$ cat src/rtl/sync_fifo_pkg.sv
// +----------------------------------------------------------------------------+
// | Module  : sync_fifo_pkg                                                    |
// | Brief   : Shared defaults, pointer-width helper and data word type for the |
// |           single-clock FIFO.                                               |
// | Rev     : 1.0                                                              |
// +----------------------------------------------------------------------------+
`default_nettype none

package sync_fifo_pkg;

   localparam int DEFAULT_DATA_WIDTH = 8;
   localparam int DEFAULT_DEPTH      = 16;

   // One extra bit above the address distinguishes full from empty.
   function automatic int ptr_width(input int depth);
      return $clog2(depth) + 1;
   endfunction

   typedef logic [DEFAULT_DATA_WIDTH-1:0] data_t;

endpackage

`default_nettype wire

$ cat src/rtl/sync_fifo_mem.sv
// +----------------------------------------------------------------------------+
// | Module  : sync_fifo_mem                                                    |
// | Brief   : DEPTH x DATA_WIDTH storage, one write port, one registered read  |
// |           port. Array contents are not reset; read register is.            |
// | Rev     : 1.0                                                              |
// +----------------------------------------------------------------------------+
`default_nettype none

module sync_fifo_mem
   import sync_fifo_pkg::*;
#(
   parameter int DATA_WIDTH = DEFAULT_DATA_WIDTH,
   parameter int DEPTH      = DEFAULT_DEPTH,
   parameter int ADDR_W     = ptr_width(DEPTH) - 1
) (
   input  logic                  clk,
   input  logic                  rst_n,
   input  logic                  wr_en,
   input  logic [ADDR_W-1:0]     wr_addr,
   input  logic [DATA_WIDTH-1:0] wr_data,
   input  logic                  rd_en,
   input  logic [ADDR_W-1:0]     rd_addr,
   output logic [DATA_WIDTH-1:0] rd_data
);

   logic [DATA_WIDTH-1:0] mem_q [DEPTH];
   logic [DATA_WIDTH-1:0] rd_data_d;
   logic [DATA_WIDTH-1:0] rd_data_q;

   always_ff @(posedge clk) begin
      if (wr_en) begin
         mem_q[wr_addr] <= wr_data;
      end
   end

   // A same-edge write to rd_addr lands after the read samples the old word.
   always_comb begin
      rd_data_d = rd_data_q;
      if (rd_en) begin
         rd_data_d = mem_q[rd_addr];
      end
   end

   always_ff @(posedge clk) begin
      if (rst_n) begin
         rd_data_q <= '0;
      end else begin
         rd_data_q <= rd_data_d;
      end
   end

   assign rd_data = rd_data_q;

endmodule

`default_nettype wire

$ cat src/rtl/sync_fifo_core.sv
// +----------------------------------------------------------------------------+
// | Module  : sync_fifo_core                                                   |
// | Brief   : Single-clock FIFO with full/empty flags and registered read data.|
// |           Define SYNC_FIFO_COUNT_EN to expose the occupancy port 'count'.  |
// | Rev     : 1.0                                                              |
// +----------------------------------------------------------------------------+
`default_nettype none

module sync_fifo_core
   import sync_fifo_pkg::*;
#(
   parameter int DATA_WIDTH = DEFAULT_DATA_WIDTH,
   parameter int DEPTH      = DEFAULT_DEPTH
) (
   input  logic                    clk,
   input  logic                    rst_n,
   input  logic [DATA_WIDTH-1:0]   data_in,
   input  logic                    wr_en,
   input  logic                    rd_en,
   output logic [DATA_WIDTH-1:0]   data_out,
   output logic                    full,
   output logic                    empty
`ifdef SYNC_FIFO_COUNT_EN
   ,
   output logic [$clog2(DEPTH):0]  count
`endif
);

   localparam int PTR_W  = ptr_width(DEPTH);
   localparam int ADDR_W = PTR_W - 1;

   logic [PTR_W-1:0] wr_ptr_q;
   logic [PTR_W-1:0] wr_ptr_d;
   logic [PTR_W-1:0] rd_ptr_q;
   logic [PTR_W-1:0] rd_ptr_d;
   logic             wr_accept;
   logic             rd_accept;

   assign empty = (wr_ptr_q == rd_ptr_q);
   assign full  = (wr_ptr_q[ADDR_W-1:0] == rd_ptr_q[ADDR_W-1:0]) &&
                  (wr_ptr_q[PTR_W-1]    != rd_ptr_q[PTR_W-1]);

   // A read on a full FIFO frees the slot the same-edge write fills.
   always_comb begin
      rd_accept = rd_en & ~empty;
      wr_accept = wr_en & (~full | rd_en);
      wr_ptr_d  = wr_ptr_q;
      rd_ptr_d  = rd_ptr_q;
      if (wr_accept) begin
         wr_ptr_d = wr_ptr_q + 1'b1;
      end
      if (rd_accept) begin
         rd_ptr_d = rd_ptr_q + 1'b1;
      end
   end

   always_ff @(posedge clk) begin
      if (rst_n) begin
         wr_ptr_q <= '0;
         rd_ptr_q <= '0;
      end else begin
         wr_ptr_q <= wr_ptr_d;
         rd_ptr_q <= rd_ptr_d;
      end
   end

`ifdef SYNC_FIFO_COUNT_EN
   assign count = wr_ptr_q - rd_ptr_q;
`endif

   sync_fifo_mem #(
      .DATA_WIDTH (DATA_WIDTH),
      .DEPTH      (DEPTH),
      .ADDR_W     (ADDR_W)
   ) u_mem (
      .clk     (clk),
      .rst_n   (rst_n),
      .wr_en   (wr_accept & ~rst_n),
      .wr_addr (wr_ptr_q[ADDR_W-1:0]),
      .wr_data (data_in),
      .rd_en   (rd_accept),
      .rd_addr (rd_ptr_q[ADDR_W-1:0]),
      .rd_data (data_out)
   );

endmodule

`default_nettype wire

$ cat config.mk
export PLATFORM = sky130hd
export DESIGN_NAME = sync_fifo_core
export DESIGN_NICKNAME = d
export VERILOG_FILES = /design/src/rtl/sync_fifo_pkg.sv /design/src/rtl/sync_fifo_mem.sv /design/src/rtl/sync_fifo_core.sv
export SDC_FILE = /design/constraint.sdc
export NUM_CORES = 1
export LEC_CHECK = 0
export ABC_AREA = 0
export BUFFER_PORTS_ARGS = -buffer_cell sky130_fd_sc_hd__buf_2
export CAP_MARGIN = 15
export CELL_PAD_IN_SITES_DETAIL_PLACEMENT = 2
export CELL_PAD_IN_SITES_GLOBAL_PLACEMENT = 2
export CORE_ASPECT_RATIO = 0.5
export CORE_MARGIN = 3
export CORE_UTILIZATION = 40
export DETAILED_ROUTE_END_ITERATION = 10
export PLACE_DENSITY_LB_ADDON = 0.1
export SYNTH_ARGS = -nofsm -noshare
export SYNTH_HDL_FRONTEND = slang
export SYNTH_SLANG_ARGS = --single-unit
$ cat constraint.sdc
create_clock -name clk -period 5.4 [get_ports clk]
set_clock_uncertainty 0.1 [all_clocks]
set_input_delay 0.81 -clock clk [delete_from_list [all_inputs] [get_ports clk]]
set_output_delay 0.81 -clock clk [all_outputs]
set_load 0.02 [all_outputs]
After elaboration in Yosys (flattened, before gate mapping):

Memory sizes are Yosys's and may differ from the RTL's. A register that Yosys moved wholly into a read port is not among the register bits.
Cells that the tools add are included.

* add/sub/neg operators: 2
* multiply operators: 0
* divide/modulo/power cells: 0
* magnitude comparators: 0
* equal/unequal tests: 3
* shift-type cells: 0
* muxes and demuxes: 2
* bitwise logic cells: 7
* reduce and logical (&&, ||, !) cells: 1

Operators by type and width (count)
* adder 5 x 1 -> 5 bit, second input constant: 2
* equality test 5 bit: 1
* equality test 4 bit: 1
* bitwise AND 1 bit: 3
* inverter 1 bit: 3
* 2-to-1 mux 1 bit: 2
* logical AND 1 bit: 1
* inequality test 1 bit: 1
* OR 1 bit: 1

* register bits after elaboration: 10
* latch bits: 0
* RAM bits: 128
* ROM bits: 0
* input bits: 12
* output and inout bits: 10
* logic and storage cells: 18
* memories kept: 1

Memories
* u_mem.mem_q: depth 16, width 8, rd ports 1, clocked after Yosys merged registers in 1, wr ports 1, RTL line sync_fifo_mem.sv:26 `logic [DATA_WIDTH-1:0] mem_q [DEPTH];`

Depth between registers and ports, before layout:

* depth in word-level cells: 8
* depth in mapped cells: 8
* gate-level depth less buffers: 6

Hierarchy:

A second synthesis with hierarchy kept.

* cell total of the unflattened synthesis: 378
* area total of the unflattened synthesis: 5919.4 um^2

By module, submodules not included
* sync_fifo_mem: times used 1, cells an instance 316, area an instance 5343.9 um^2, seq. area each 4003.8 um^2
* sync_fifo_core: times used 1, cells an instance 62, area an instance 575.6 um^2, seq. area each 200.2 um^2

Worst setup path before layout:

OpenSTA, ideal clock, no wires.

* path type: in2reg
* from: input wr_en
* to: memory u_mem.mem_q[3][0] in the netlist's numbering (enable)
* library setup time: 0.383 ns
* arrival: 2.075 ns
* required time: 4.917 ns
* setup slack: 2.842 ns
* stages: 4
* path buffers: 1
* path through: clkbuf_1 > nand2_1 > or3_1 > nor3_1

* cells in the longest elaborated chain, start to end: 4

RTL lines
* start: declaration: RTL line sync_fifo_core.sv:18 `input logic wr_en,`
* bitwise AND 1 bit: RTL line sync_fifo_core.sv:46 `wr_accept = wr_en & (~full | rd_en);`
* bitwise AND 1 bit: RTL line sync_fifo_core.sv:78 `.wr_en (wr_accept & ~rst_n),`
* 2-to-1 mux 1 bit: RTL line sync_fifo_mem.sv:31 `if (wr_en) begin`
* 2-to-1 mux 1 bit (not written as such): RTL line sync_fifo_mem.sv:32 `mem_q[wr_addr] <= wr_data;`
* end: declaration: RTL line sync_fifo_mem.sv:26

No other way between the ends.

Worst setup path after layout:

* from: register rd_ptr_q[3]
* to: memory u_mem.mem_q[9][6] in the netlist's numbering (enable)

* cells in the longest elaborated chain, start to end: 8

RTL lines
* start: declaration: RTL line sync_fifo_core.sv:34 `logic [PTR_W-1:0] rd_ptr_q;`
* start signal: assignment: RTL line sync_fifo_core.sv:63 `rd_ptr_q <= rd_ptr_d;`
* equality test 4 bit: RTL line sync_fifo_core.sv:40 `assign full = (wr_ptr_q[ADDR_W-1:0] == rd_ptr_q[ADDR_W-1:0]) &&`
* logical AND 1 bit: RTL line sync_fifo_core.sv:40
* inverter 1 bit: RTL line sync_fifo_core.sv:46
* OR 1 bit: RTL line sync_fifo_core.sv:46
* bitwise AND 1 bit: RTL line sync_fifo_core.sv:46
* bitwise AND 1 bit: RTL line sync_fifo_core.sv:78
* 2-to-1 mux 1 bit: RTL line sync_fifo_mem.sv:31
* 2-to-1 mux 1 bit (not written as such): RTL line sync_fifo_mem.sv:32

No other way between the ends.

==> out/results.ini <==
[route]
vias_per_cell=5.67
wl_met2_um=6960
num_vias=3256
drt-pass1-iter-count=4
post-route-drc-count=0
wl_met3_um=1050
drt-initial-drc-count=387
routed_wl_um=16000
drt-met1-wl_um=7850
wl_per_cell_um=27.9
drtAntennaViolNets=0
highest_layer=met4

[clock_tree]
cts_hold_buf=0
cts_htree_levels=4
clock_sinks=146
clk_latency_ns=0.43
clk_pin_slew_ns=0.07
ctsResizeCount=0
postCtsSetupRepairBufs=0
clockRootBuffer=clkbuf_16
cts_tree=built
cts.path.max_buffers=2
cts_made_buffers=17

[timing]
fin_ws_ns=2.28
slew_violations=0
max_slew.worst_pin.slew_ns=1.09
tns_ns=0
rsz0062_at_grt=no
finalHoldViolations=0
hold_slack_ns=0.400
setup_viol=0
slew_headroom_pct=26.8
fmaxAchievable_mhz=320
fin_crit_sh_pct=57.8
period_needed_ns=3.12

[worst_setup_path]
critPathTopFamily=simple AND/OR/NAND/NOR gates
rrSetupSlack_ns=2.28
crit_buf_inv=0
timing.rr.end=u_mem.mem_q[9][6]
reg2reg_from=rd_ptr_q[3]
crit_slowest_cell=nor2_1
crit_required_ns=5.33
critPathCaptureType=flop
worst-setup-path-type=reg -> reg
r2r_cells=5
cp-start-kind=flop
cpPeakStageDelay_ns=0.90
critical_path_arrival_ns=3.05
path_cells=xnor2_1 > nand4_2 > or3_1 > nand4b_1 > nor2_1
cp_max_fo=20

[floorplan]
die_h_um=91.7
num_rows=30
start_util_pct=42.1
core_um2=13900
dieArea_um2=16300
pin_count=22
die_w_um=177

[finish]
drive_above_1_share_pct=27.2
multiInputGateArea_um2=1540
antenna_cells=0
fill_cells=1251
area_delta_synth_final_pct=14.5
fin_nets=386
seq_area_um2=4210

[power]
pwr-share-comb_pct=10.7
clockPowerShare_pct=42.7
pwr-share-seq_pct=46.6
switching_share_pct=26.5
p_leak_uw=0.00211
ir_drop_mv=0.218
power_switching_uw=720
power_density_nw_per_um2=404
intPower_uw=2000

[logic_synthesis]
synth.most_common_cell=edfxtp_1
syn_inst=343
ys_async_sr_fraction_pct=0
yosysWarningCount=0
yosysSeqAreaShare_pct=71.6
yosysUniqueCellTypes=33
synth_area_um2=5870
synth_area_leaders=edfxtp_1 65%, mux4_2 9.2%, dfxtp_1 6.1%
syn_avg_cell_area_um2=17.1
synth_top_area_cell=edfxtp_1
synth_edf_count=128
synth_seq_cells=146
synthTopCellsByCount=128 x edfxtp_1, 28 x nor2_1, 24 x mux4_2
yosys_most_used_dff=edfxtp_1
syn_nets=360
synth_top_area_share_pct=65.5

[global_routing]
grt_antenna_before_repair=1
first_global_vias=3476
grt_pass1_wl_um=23900
gr-total-overflow=0
grt_max_degree=52
grtUsageTotal_pct=21.0

[flow_run]
cap_violations=0

[min_path]
min_from=u_mem.rd_data[1]
min_path_cells=2
hold_class=reg -> reg
holdPathEnd=u_mem.rd_data[1]

[placement]
dp_hpwl_um=10300
gp_congestion=0.763
port_buffers=21
pre_cts_ws_ns=2.05

[outcome]
status=completed

state kept, by name (all words and copies together) (netlist names):
name and flops:
u_mem.mem_q 128, wr_ptr_q 5, rd_ptr_q 5, u_mem.rd_data 8
worst max path at each step:
stage	from	to	slack, ns	cells past startpoint
floorplan	wr_en	u_mem.mem_q[3][0]	2.84	4
global placement	rd_ptr_q[3]	u_mem.mem_q[0][4]	2.37	5
detailed placement	rd_ptr_q[3]	u_mem.mem_q[2][4]	2.05	5
CTS	rd_ptr_q[3]	u_mem.mem_q[2][7]	2.08	5
global route	rd_ptr_q[3]	u_mem.mem_q[9][2]	2.13	5
finish	rd_ptr_q[3]	u_mem.mem_q[9][6]	2.28	5
worst reg2reg max path, cell delays in order (launching register included):
cell      delay (ns)
dfxtp_1         0.78
xnor2_1         0.21
nand4_2         0.24
or3_1           0.25
nand4b_1        0.25
nor2_1          0.90
logic make-up (layout without fill, tap and decap cells):
logic type / count (synthesis) / after routing / share of synthesized area [%]
adder cells (fa/ha/maj): 5 / 5 / 1.07
multiplexers: 40 / 40 / 12.3
buffers and inverters: 23 / 62 / 2.11
flip-flops: 146 / 146 / 71.6
XOR/XNOR: 11 / 11 / 1.64
AND/OR/NAND/NOR: 81 / 81 / 6.89
AO/OA/AOI/OAI: 37 / 37 / 4.39
area by class of cell:
cell class | count | area share [%]
clock buffer | 17 | 6.33
clock inverter | 15 | 2.18
inverter | 2 | 0.112
multi-input combinational | 174 | 22.9
sequential | 146 | 62.6
tap | 192 | 3.57
timing repair buffer | 28 | 2.27
stage by stage:
stage | instance area [µm²] | utilization [%] | total power (µW) | std cells
after floorplan | 5870 | - | 1470 | 343
after global placement | 6120 | 44.0 | 1560 | 538
after detailed placement | 6120 | 44.0 | 1580 | 538
after CTS | 6700 | 48.1 | 2740 | 570
after global routing | 6720 | 48.3 | 2810 | 574
final | 6720 | 48.3 | 2720 | 574
power by group through the flow:
stage               logic (µW)  registers [µW]  clock network (µW)
detailed placement         288            1290                   0
finish                     291            1260                1160
global route               315            1270                1230
CTS                        293            1270                1180
floorplan                  165            1300                   0
global placement           277            1290                   0
routing by layer:
layer | global-route usage [%] | up-vias
li1 | - | 1408
met1 | 32.8 | 1740
met2 | 28.9 | 94
met3 | 5.29 | 14
met4 | 5.87 | 0
met5 | 0 | -
layout by cell type, fill, tap and decap left out, drive strengths merged:
master / netlist / final
clkinvlp: 0 / 2
edfxtp: 128 / 128
o22ai: 8 / 8
mux4: 24 / 24
dfxtp: 18 / 18
a21oi: 4 / 4
clkbuf: 5 / 20
o211ai: 1 / 1
nand3: 3 / 3
nand2: 7 / 7
nor2: 28 / 28
or3: 4 / 4
nor2b: 9 / 9
buf: 16 / 25
o31ai: 2 / 2
o21ai: 4 / 4
or4: 1 / 1
ha: 5 / 5
inv: 2 / 9
bufinv: 0 / 1
a211oi: 16 / 16
o311ai: 1 / 1
o21a: 1 / 1
clkinv: 0 / 5
nand4b: 3 / 3
mux2: 16 / 16
nor3: 21 / 21
nand4: 2 / 2
xor2: 4 / 4
nand2b: 3 / 3
xnor2: 7 / 7
Power figures use the tool's default switching activity.
